**src/rtl/rot_sequencer.sv**
```systemverilog
// Command sequencer feeding the 4-bit rotator: steps the shift amount modulo 4,
// holding each value for dwell+1 cycles, and pulses done at the end.
//
//   state | meaning
//   ------+-------------------------------------------------------------
//   IDLE  | waiting for a command; cmd_ready high; outputs retain values
//   RUN   | stepping rot_shift; busy high
//   DONE  | one-cycle done pulse; returns to IDLE
module rot_sequencer #(
    parameter int DATA_W  = 4,
    parameter int STEPS_W = 4,
    parameter int DWELL_W = 8
) (
    input  logic               clk,
    input  logic               rst,
    input  logic               cmd_valid,
    output logic               cmd_ready,
    input  logic [DATA_W-1:0]  cmd_data,
    input  logic [1:0]         cmd_start,
    input  logic [STEPS_W-1:0] cmd_steps,
    input  logic               cmd_dir,
    input  logic [DWELL_W-1:0] cmd_dwell,
    input  logic               abort,
    output logic [DATA_W-1:0]  rot_in,
    output logic [1:0]         rot_shift,
    output logic               step_stb,
    output logic               busy,
    output logic               done
);

    typedef enum logic [1:0] {
        IDLE = 2'd0,
        RUN  = 2'd1,
        DONE = 2'd2
    } state_t;

    state_t               state;
    state_t               state_next;
    logic [STEPS_W-1:0]   steps_left;
    logic [DWELL_W-1:0]   dwell_cnt;
    logic [DWELL_W-1:0]   dwell_ld;
    logic                 dir;
    logic                 accept;
    logic                 do_count;
    logic                 do_step;

    assign cmd_ready = (state == IDLE) && !rst;
    assign busy      = (state == RUN);
    assign done      = (state == DONE);

    always_ff @(posedge clk) begin
        if (rst) begin
            state <= IDLE;
        end else begin
            state <= state_next;
        end
    end

    always_comb begin
        state_next = state;
        accept     = 1'b0;
        do_count   = 1'b0;
        do_step    = 1'b0;
        case (state)
            IDLE: begin
                if (cmd_valid && cmd_ready) begin
                    accept     = 1'b1;
                    state_next = RUN;
                end
            end
            RUN: begin
                // abort wins over both dwell counting and stepping
                if (abort) begin
                    state_next = DONE;
                end else if (dwell_cnt != '0) begin
                    do_count = 1'b1;
                end else if (steps_left == '0) begin
                    state_next = DONE;
                end else begin
                    do_step = 1'b1;
                end
            end
            DONE: begin
                state_next = IDLE;
            end
            default: begin
                state_next = IDLE;
            end
        endcase
    end

    always_ff @(posedge clk) begin
        if (rst) begin
            rot_in     <= '0;
            rot_shift  <= '0;
            step_stb   <= 1'b0;
            steps_left <= '0;
            dwell_cnt  <= '0;
            dwell_ld   <= '0;
            dir        <= 1'b0;
        end else begin
            step_stb <= 1'b0;
            if (accept) begin
                rot_in     <= cmd_data;
                rot_shift  <= cmd_start;
                steps_left <= cmd_steps;
                dwell_cnt  <= cmd_dwell;
                dwell_ld   <= cmd_dwell;
                dir        <= cmd_dir;
            end else if (do_count) begin
                dwell_cnt <= dwell_cnt - DWELL_W'(1);
            end else if (do_step) begin
                // 2-bit arithmetic gives the modulo-4 wrap in both directions
                rot_shift  <= dir ? (rot_shift - 2'd1) : (rot_shift + 2'd1);
                steps_left <= steps_left - STEPS_W'(1);
                dwell_cnt  <= dwell_ld;
                step_stb   <= 1'b1;
            end
        end
    end

endmodule

```
**config.mk**
```make
export PLATFORM = sky130hd
export DESIGN_NAME = rot_sequencer
export DESIGN_NICKNAME = d
export VERILOG_FILES = /design/src/rtl/rot_sequencer.sv
export SDC_FILE = /design/constraint.sdc
export NUM_CORES = 1
export LEC_CHECK = 0
export CAP_MARGIN = 20
export CORE_ASPECT_RATIO = 0.8
export CORE_MARGIN = 8
export CORE_UTILIZATION = 32
export CTS_CLUSTER_DIAMETER = 150
export DETAILED_ROUTE_END_ITERATION = 10
export SLEW_MARGIN = 25
export SYNTH_ARGS = -nofsm -noshare
export SYNTH_HDL_FRONTEND = slang
export SYNTH_SLANG_ARGS = --single-unit
```
**constraint.sdc**
```tcl
create_clock -name clk -period 6.1 [get_ports clk]
set_clock_uncertainty 0.1 [all_clocks]
set_input_delay 1.22 -clock clk [delete_from_list [all_inputs] [get_ports clk]]
set_output_delay 1.22 -clock clk [all_outputs]
set_load 0.01 [all_outputs]
```
* Word-level counts from Yosys, hierarchy flattened
Index checks and enable logic that the tools add are counted.
Word-level totals: bits in registers 30, bits of input ports 23, output and inout bits 10, word-level logic and storage cells 54
Cells by class: $add $sub $neg 4, eq/ne operators 6, mux-type cells 25, reduce and logical (&&, ||, !) cells 11
Operator list (number):
- 8-bit 2-to-1 mux | 3
- 2-bit 2-to-1 mux | 8
- 4-bit 2-to-1 mux | 3
- 1-bit 2-to-1 mux | 10
- 8-bit nonzero test | 1
- 8-bit by 1-bit subtractor with 8-bit output, second input constant | 1
- 4-bit logical NOT | 1
- 2-bit one-hot mux with 2 select lines | 1
- 4-bit by 1-bit subtractor with 4-bit output, second input constant | 1
- 3-bit by 2-bit != test with 1-bit output, second input constant | 1
- 3-bit != test, second input constant | 1
- 3-bit AND reduction | 1
- 3-bit nonzero test | 1
- 3-bit OR reduction | 1
- 2-bit by 1-bit adder with 2-bit output, second input constant | 1
- 2-bit by 1-bit equality test with 1-bit output, second input constant | 1
- 2-bit equality test, second input constant | 1
- 1-bit logical AND | 2
- 2-bit logical NOT | 1
- 2-bit by 1-bit != test with 1-bit output, second input constant | 1
- 2-bit != test, second input constant | 1
- 2-bit AND reduction | 1
- 2-bit nonzero test | 1
- 2-bit by 1-bit subtractor with 2-bit output, second input constant | 1
- 1-bit logical NOT | 1

* Longest topological paths before layout
Gate-level depths: netlist (run 1).
word-level depth 8, mapped depth 7, gate-level depth less buffers 6

* Least setup slack after synthesis (run 1)
OpenSTA, ideal clock, no wires.
kind input to output, start input port rst, end output port cmd_ready, data arrival time 1892 ps, data required time 4780 ps, setup slack 2888 ps, stages on the path 3, cells stage by stage clkbuf_1 > clkbuf_1 > nor3_1
Between the ends: longest elaborated chain between the ends 2
Ends and longest elaborated chain:
- from (decl) | line 15 | input logic rst,
- 1-bit logical NOT | line 47 | assign cmd_ready = (state == IDLE) && !rst;
- 1-bit logical AND | line 47
- to (decl) | line 17 | output logic cmd_ready,
No other way between the ends.

* Final worst setup path (run 1)
Same ends and word-level chain as after synthesis.

==> results of run 1 <==
[cells in the mapped netlist, types with 2 or more instances]
library cell and instances:
nand2b_1 3, mux2_1 4, o21ai_1 5, nand2_1 22, a2bb2oi_1 2, nand3b_1 5
clkbuf_1 8, nand3_1 2, ha_1 2, or4_1 2, or3b_1 2, a32oi_1 2
o21ai_0 3, xnor2_1 3, a211oi_1 2, mux2_2 2, nor2_1 11, buf_2 2
a311oi_1 3, mux2i_1 3, nor3b_1 3, nor4_1 4, nor2b_1 2, a21oi_1 7
o21a_1 3, dfxtp_1 30, inv_1 6, a221oi_1 2, nor3_1 10, or3_1 2
[worst register-to-register path, cell delays in order, from the launching register on]
cell     delay, ns
dfxtp_1       0.33
inv_1         0.08
ha_1          0.23
nor3b_1       0.51
nand4_1       0.43
mux2_2        0.39
o21a_1        0.16
[registers in the layout, indices dropped and copies added, names as in the netlist]
register,count
dwell_cnt,8
dwell_ld,8
rot_in,4
steps_left,4
rot_shift,2
state,2
dir,1
step_stb,1
[layout make-up]
type | count | area (um2)
Fill cell | 541 | 2853
Multi-Input combinational cell | 129 | 908.4
Sequential cell | 30 | 600.6
Timing Repair Buffer | 34 | 335.3
Clock buffer | 6 | 82.58
Tap cell | 62 | 77.57
Inverter | 6 | 22.52
Clock inverter | 2 | 12.51
[path summary, 6_finish.rpt]
path | from | to | slack [ns] | depth (start not counted)
hold / removal | dwell_ld[7]$_SDFFE_PP0P_ | dwell_ld[7]$_SDFFE_PP0P_ | 0.35 | 2
hold reg to reg | dwell_ld[7]$_SDFFE_PP0P_ | dwell_ld[7]$_SDFFE_PP0P_ | 0.35 | 2
setup reg to reg | dwell_cnt[0]$_SDFFE_PP0P_ | steps_left[2]$_SDFFE_PP0P_ | 3.77 | 6
setup / recovery | rst | cmd_ready | 2.18 | 4
[logic make-up (layout without fill, tap and decap cells)]
| kind of cell | after synthesis | after routing |
|---|---|---|
| simple gates | 75 | 75 |
| compound gates | 40 | 40 |
| flops | 30 | 30 |
| buf+inv | 17 | 48 |
| mux | 9 | 9 |
| xor+xnor | 3 | 3 |
| fa+ha+maj | 2 | 2 |
[power groups by stage]
stage / Clock [mW] / Combinational [mW] / Sequential (mW)
after global routing: 0.186 / 0.124 / 0.225
after floorplan: 0 / 0.0798 / 0.225
after CTS: 0.175 / 0.114 / 0.223
final: 0.169 / 0.112 / 0.223
after global placement: 0 / 0.112 / 0.227
after detailed placement: 0 / 0.113 / 0.228
[per-stage QoR]
stage,utilization (%),setup WS [ns],power (mW)
after floorplan,-,2.888,0.3048
final,41.69,2.184,0.5044
after global placement,39.74,2.187,0.3394
after detailed placement,39.74,2.190,0.3406
after CTS,41.69,2.178,0.5120
after global routing,41.69,2.103,0.5352
[per-layer routing]
layer	global-route usage, %	vias up	share of wire, %
li1	-	708	-
met1	13.84	628	51
met2	15.67	29	42
met3	4.991	3	6.4
met4	2.333	0	0.53
met5	0	-	0
==> impl_results.md, run 1 <==
* Fraction of the mapped netlist area in simple logic gates at about 28%
* Post-Syn Instances at 176
* FMAX at about 260 MHz
* Root buffer cell: clkbuf_8
* DP HPWL at 2599 um
* Ys flop type: dfxtp_1
* Most common cell on crit path: clkdlybuf4s50_1
* Post-Syn Nets at 201
* Clock share of power at 33.4%
* Crit Path Class: input pin to output pin
* Post-CTS Setup Bufs at 0
* Comb power frac at around 22%
* Vias at about 1400
* # setup viols final at 0
* Placed cell count at between 200 and 300
* Layout area overhead at 28.85%
* Max-Cap Viols at 0
* Final period utilization at 64.19%
* GRT Util Overall at about a tenth
* Worst rel slew slack at 40.46%
* RSZ-0062 raised after global routing: no
* Int Power at 0.3568 mW
* Seq cells post-synth at 30
* Final net count at 231
* GPL Wtd Cong at 0.7629
* Antenna diodes at 0
* Largest net degree at the start of global routing at 36
* Clock Tree Buf Depth at 2
* Core area at just under 0.005 mm2
* Final wirelength at 3775 um
* DRT antenna net count at 0
* Row count at 23
* CTS clk-pin slew, worst paths at around 0.070 ns
* Switching power at about 0.15 mW
* Post-synthesis mux area share at approximately 6.2%
* Grt total ovfl at 0
* Post-CTS Hold Fix Bufs at 0
* Top Ports at 33
* Synth Area in XOR/XNOR at 1.660%
* Power density cells at 247.3 mW/mm2
* Yosys warnings at 0
* Die height at 78.91 um
* Setup crit end kind: output pin
* TritonCTS Buffers at 5
* Compound-gate portion of the synthesized area at approximately a fifth
* Asr flop ratio synth at 0%
* Slowest-stage cell, CP: clkdlybuf4s50_1
* Worst EP required at 4.78 ns
* Crit path max-delay family: buffers and inverters
* Commonest cells after routing, fill and taps aside: clkdlybuf4s50_1, dfxtp_1, nand2_1, nor2_1, nor3_1
* CTS tree: done
* Post-route cell area at between 0.002 and 0.0025 mm2
* Status: finished, final reports clean
* CTS H-tree depth at 2
* PortBufs at 32
* Routed WL per cell at approximately 14 um
* Layout cell share with drive strength beyond 1 at 10.14%
* DP Area at a little under 0.002 mm2
* Most common cell after layout, fill and taps aside: clkdlybuf4s50_1
* Initial antenna violation count at 0
* Full die area at 0.007467 mm2
* Cell taking the most area after synthesis: dfxtp_1
* Sequential-to-total area share from yosys stat at approximately 38%
* Iter 0 DRT Violations at 68
* Netlist Area Pre-Place at 0.001583 mm2
* Worst Max-Slew Pin Slew at 0.8932 ns
* Via-to-Cell Ratio at 5.086
* Final Instance Count excl. Fillers at 269
* Drt pass-1 iters at 4
* Buffer and inverter count on the worst path at 3
* Synth Area per Inst at between 8 and 9 um2
* Final slew viol count at 0
* Adder-cell area share of the yosys netlist at between 1.5 and 2%
* Number of library cell types mapped by synthesis at 49
* Final Hold Viols at 0
* Synth top area cells: dfxtp_1, nand2_1, nor3_1
* Clk sinks at 30
* Initial Utilization at 32.35%
* Leakage power at 0.7184 nW
* Min cycle time layout at 3.916 ns
* Max FO, Critical Path at 35
* Worst IR drop on VDD at 0.1212 mV
* Worst hold slack at around 0.35 ns
* Number of global-route vias before repair at 1348
* Largest family of logic cells by synthesized area: simple AND/OR/NAND/NOR gates
* Min-Delay Path Class: register to register
* Drt drc at 0
* Crit path DAT at 2.60 ns
* Seq pwr share at 44.3%
* Critical Path Start Type: input pin
* First-pass GRT wire length at about 6400 um
* Cell chain of the critical path: clkdlybuf4s50_1 > buf_4 > nor3_1 > clkdlybuf4s50_1
* Post-synth EDFFs at 0
* Share of the synthesized area in the top cell type at 37.94%
* Die Wd at between 90 and 100 um
* Post-Route Setup TNS at 0 ns
* Post_cts resized at 0
* Worst path max stage delay at 0.56 ns
* Clock Latency Late Sink at 0.29 ns
* Net Sw Frac at 29.26%
No activity file was read; power rests on OpenSTA's default activity.
==> inputs of run 2 (changes only) <==
==> constraint.sdc (replaced) <==
create_clock -name clk -period 4.1 [get_ports clk]
set_clock_uncertainty 0.1 [all_clocks]
set_input_delay 0.82 -clock clk [delete_from_list [all_inputs] [get_ports clk]]
set_output_delay 0.82 -clock clk [all_outputs]
set_load 0.01 [all_outputs]
==> run 2 against run 1 <==
Compared with the run above: total power grew 57%; setup slack got worse by 0.98 ns; clock-buffer cell count decreased by 1; via count rose by 1.1%; hold slack worse by 0.00090 ns; first-iteration DRC count increased by 24%; cell area is 0.67% higher; register-to-register slack got worse by 2.0 ns; critical path type unchanged.
==> impl_results.md, run 2 (synthesis results as in run 1) <==
* Post-Route Setup TNS at 0 ns
* Root buffer cell: clkbuf_8
* Initial Utilization at about 32%
* Worst rel slew slack at 39.89%
* Final Hold Viols at 0
* Critical Path Start Type: input pin
* Full die area at 0.007467 mm2
* Post_cts resized at 0
* Layout cell share with drive strength beyond 1 at 10.14%
* Max-Cap Viols at 0
* Clock Latency Late Sink at 0.28 ns
* Max FO, Critical Path at 3
* GRT Util Overall at between 10% and 20%
* Row count at 23
* Iter 0 DRT Violations at 84
* RSZ-0062 raised after global routing: no
* Initial antenna violation count at 0
* Clk sinks at 30
* Hold path endpoint: dwell_ld[7]$_SDFFE_PP0P_
* Final wirelength at 3778 um
* Clock Tree Buf Depth at 2
* Layout area overhead at 29.72%
* Vias at 1383
* Via-to-Cell Ratio at 5.141
* Crit Path Class: input pin to output pin
* GPL Wtd Cong at 0.7317
* Final period utilization at 70.53%
* Min cycle time layout at 2.892 ns
* Routed WL per cell at about 14 um
* Worst hold slack at 0.3513 ns
* Top flop regs: dwell_cnt x8, dwell_ld x8
* Worst IR drop on VDD at 0.1578 mV
* CTS clk-pin slew, worst paths at ~0.070 ns
* TritonCTS Buffers at 5
* CTS tree: done
* Worst Min Path Start: dwell_ld[7]$_SDFFE_PP0P_
* Crit path DAT at ~2.0 ns
* Core area at 0.004892 mm2
* Status: finished, final reports clean
* Top Ports at 33
* Grt total ovfl at 0
* Worst Reg-to-Reg Cells at 6
* Most common cell after layout, fill and taps aside: clkdlybuf4s50_1
* # setup viols final at 0
* Final slew viol count at 0
* DP HPWL at ~2600 um
* Overall Power at 0.7933 mW
* Power density cells at 386.4 mW/mm2
* Reg2reg start: dwell_cnt[0]$_SDFFE_PP0P_
* Worst R2R Setup Slack at approximately 1.7 ns
* Post-CTS Hold Fix Bufs at 0
* Drt drc at 0
* Drt pass-1 iters at 4
* CTS H-tree depth at 2
* Post-CTS Setup Bufs at 0
* Worst EP required at 3.18 ns
* PortBufs at 32
* Final net count at 231
* Leakage power at 0.7291 nW
* FMAX at 345.8 MHz
* Worst Max-Slew Pin Slew at 0.9017 ns
* Largest net degree at the start of global routing at 34
* Number of global-route vias before repair at 1389
* Die height at 78.91 um
* Commonest cells after routing, fill and taps aside: clkdlybuf4s50_1, dfxtp_1, nand2_1, nor2_1, nor3_1
* Min-Delay Path Class: register to register
* Antenna diodes at 0
* Worst Hold Depth at 2
* Setup crit end kind: output pin
* First-pass GRT wire length at 6285 um
* RR Endpoint: steps_left[2]$_SDFFE_PP0P_
* DRT antenna net count at 0
* Die Wd at roughly 95 um
run 2: cell count changes in the layout (fill, tap and decap cells not counted), sizes merged:
cell      before  now
clkinv         1    2
clkinvlp       1    0
bufinv         0    1
clkbuf         6    5
run 2: metrics by stage:
step	instances	worst slack, ns	utilization (%)	area [um2]
3_3_place_gp	261	1.080	39.74	1944
2_1_floorplan	176	1.688	-	1583
4_1_cts	269	1.203	41.97	2053
6_report	269	1.208	41.97	2053
3_5_place_dp	261	1.041	39.74	1944
5_1_grt	269	1.165	41.97	2053
run 2: where the power goes:
part	internal, mW	leakage [nW]	switching [mW]
Combinational	0.0838	0.425	0.0831
Sequential	0.312	0.246	0.0205
Clock	0.179	0.0579	0.115
Total	0.575	0.729	0.218
run 2: worst max-delay path, stage by stage:
cell             delay, ns
clkdlybuf4s50_1       0.44
nor3_1                0.15
clkdlybuf4s50_1       0.56
run 2: worst max-delay path by stage:
stage          cells after the start  start                         to
6_report                           3    rst                  cmd_ready
5_1_grt                            6    rst  dwell_cnt[0]$_SDFFE_PP0P_
4_1_cts                            3    rst                  cmd_ready
3_5_place_dp                       6    rst  dwell_cnt[0]$_SDFFE_PP0P_
3_3_place_gp                       6    rst  dwell_cnt[1]$_SDFFE_PP0P_
2_1_floorplan                      3    rst                  cmd_ready
run 2: final cells by class:
cell class / count / area, um2
inverter: 6 / 22.52
timing repair buffer: 34 / 335.3
multi-input combinational: 129 / 908.4
clock buffer: 5 / 68.82
clock inverter: 3 / 40.04
fill: 514 / 2839
tap: 62 / 77.57
sequential: 30 / 600.6
run 2: per-layer routing:
metal	up-vias	part of all wire, %	track usage, %
met1	642	52	13.15
met5	-	0	0
met4	0	1.7	5.132
met3	7	5.1	3.955
met2	27	42	15.40
li1	707	-	-
==> inputs of run 3 (changes only) <==
==> constraint.sdc (replaced) <==
create_clock -name clk -period 2.59 [get_ports clk]
set_clock_uncertainty 0.1 [all_clocks]
set_input_delay 0.518 -clock clk [delete_from_list [all_inputs] [get_ports clk]]
set_output_delay 0.518 -clock clk [all_outputs]
set_load 0.01 [all_outputs]
==> run 3 against run 2 <==
Compared with the run above: via count is 0.36% higher; sequential share of layout area is 0.56 points lower; combinational power is 65% higher; die area stayed put; clock power is 32% higher; largest cell class unchanged.
==> impl_results.md, run 3 (synthesis results as in run 1) <==
* Worst path max stage delay at approximately 0.56 ns
* Layout area overhead at 32.25%
* Max FO, Critical Path at 4
* Clk sinks at 30
* Critical Path Start Type: input pin
* CTS tree: done
* Top Ports at 33
* Fill cell count at 519
* Post-Route Setup TNS at 0 ns
* Final slew viol count at 0
* GPL Wtd Cong at 0.7894
* Power density cells at 566.9 mW/mm2
* Most common cell after layout, fill and taps aside: clkdlybuf4s50_1
* Row count at 23
* Largest net degree at the start of global routing at 33
* Leakage power at 0.7551 nW
* Worst EP required at 1.97 ns
* Commonest cells after routing, fill and taps aside: clkdlybuf4s50_1, dfxtp_1, nand2_1, nor2_1, nor3_1
* Max-Cap Viols at 0
* Core area at 0.004892 mm2
* CTS clk-pin slew, worst paths at 0.06 ns
* Crit Path Class: input pin to output pin
* Via-to-Cell Ratio at just over 5
* Final Hold Viols at 0
* First-pass GRT wire length at approximately 6500 um
* Crit path max-delay family: buffers and inverters
* Post-CTS Hold Fix Bufs at 0
* Root buffer cell: clkbuf_8
* Slowest-stage cell, CP: clkdlybuf4s50_1
* Die Wd at 94.63 um
* Drt drc at 0
* Most common cell on crit path: clkdlybuf4s50_1
* Final period utilization at 91.47%
* Die height at 78.91 um
* Worst Max-Slew Pin Slew at around 0.54 ns
* Final wirelength at 3786 um
* PortBufs at 32
* Clock Latency Late Sink at between 0.2 and 0.3 ns
* Top flop regs: dwell_cnt x8, dwell_ld x8
* Worst hold slack at 0.3489 ns
* Antenna diodes at 0
* Full die area at ~0.0075 mm2
* Min-Delay Path Class: register to register
* Fin worst setup slack at 0.2209 ns
* Routed WL per cell at 13.77 um
* Setup crit end kind: output pin
* Buffer and inverter count on the worst path at 2
* Clock Tree Buf Depth at 2
* Crit path DAT at 1.75 ns
* Final net count at approximately 240
* TritonCTS Buffers at 5
* CTS H-tree depth at 2
* Drt pass-1 iters at 4
* Layout cell share with drive strength beyond 1 at between 10% and 20%
* Grt total ovfl at 0
* Post-route cell area at 0.002093 mm2
* Post_cts resized at 0
* DRT antenna net count at 0
* Dpl ws at roughly 0.18 ns
* # setup viols final at 0
* GRT Util Overall at 10.99%
* DP Area at 0.002002 mm2
* Vias at 1388
* Initial Utilization at between 30% and 40%
* Min cycle time layout at 2.369 ns
* Cell chain of the critical path: clkdlybuf4s50_1 > nor3_1 > clkdlybuf4s50_1
* Iter 0 DRT Violations at roughly 130
* Number of global-route vias before repair at around 1400
* Post-CTS Setup Bufs at 0
* Status: finished, final reports clean
* Worst IR drop on VDD at between 0.2 and 0.3 mV
* Initial antenna violation count at 0
* FMAX at around 420 MHz
* RSZ-0062 raised after global routing: no
* DP HPWL at 2700 um
* Worst rel slew slack at around 64%
[run 3: cell count changes in the layout (fill, tap and decap cells not counted)]
cell	before	now
clkbuf_8	5	6
buf_4	2	7
clkinv_2	2	1
bufinv_16	1	0
clkbuf_1	0	1
buf_12	0	1
[run 3: final timing paths]
check                       startpoint                   endpoint  slack [ns]  depth (start not counted)
min           dwell_ld[7]$_SDFFE_PP0P_   dwell_ld[7]$_SDFFE_PP0P_        0.35                          2
min reg2reg   dwell_ld[7]$_SDFFE_PP0P_   dwell_ld[7]$_SDFFE_PP0P_        0.35                          2
max                                rst                  cmd_ready        0.22                          3
max reg2reg  dwell_cnt[0]$_SDFFE_PP0P_  dwell_cnt[1]$_SDFFE_PP0P_        0.27                          6
[run 3: metrics by stage]
step	utilization [%]	power [mW]	std cells
floorplan	-	0.7180	176
global placement	40.92	0.8102	267
detailed placement	40.92	0.8117	267
CTS	42.79	1.199	275
global route	42.79	1.254	275
finish	42.79	1.187	275
[run 3: worst min-delay path, stage by stage (launching register included)]
cell and delay (ns):
dfxtp_1 0.30, nand2_1 0.05, a21oi_1 0.05
[run 3: final cells by class]
cell class	count	area, um2	area share, %
inverter	6	22.52	1.076
timing repair buffer	40	392.9	18.77
clock buffer	7	86.33	4.124
tap	62	77.57	3.706
multi-input combinational	129	908.4	43.40
clock inverter	1	5.005	0.2391
sequential	30	600.6	28.69
[run 3: metal layers]
metal	global-route usage [%]	vias up	part of all wire, %
li1	-	719	-
met1	13.98	637	50
met2	16.09	28	42
met3	5.744	4	7.4
met4	2.333	0	0.55
met5	0	-	0
[run 3: where the power goes]
group | internal [mW] | total [mW] | switching [mW]
Clock | 0.214 | 0.386 | 0.172
Combinational | 0.140 | 0.275 | 0.134
Sequential | 0.495 | 0.527 | 0.0319
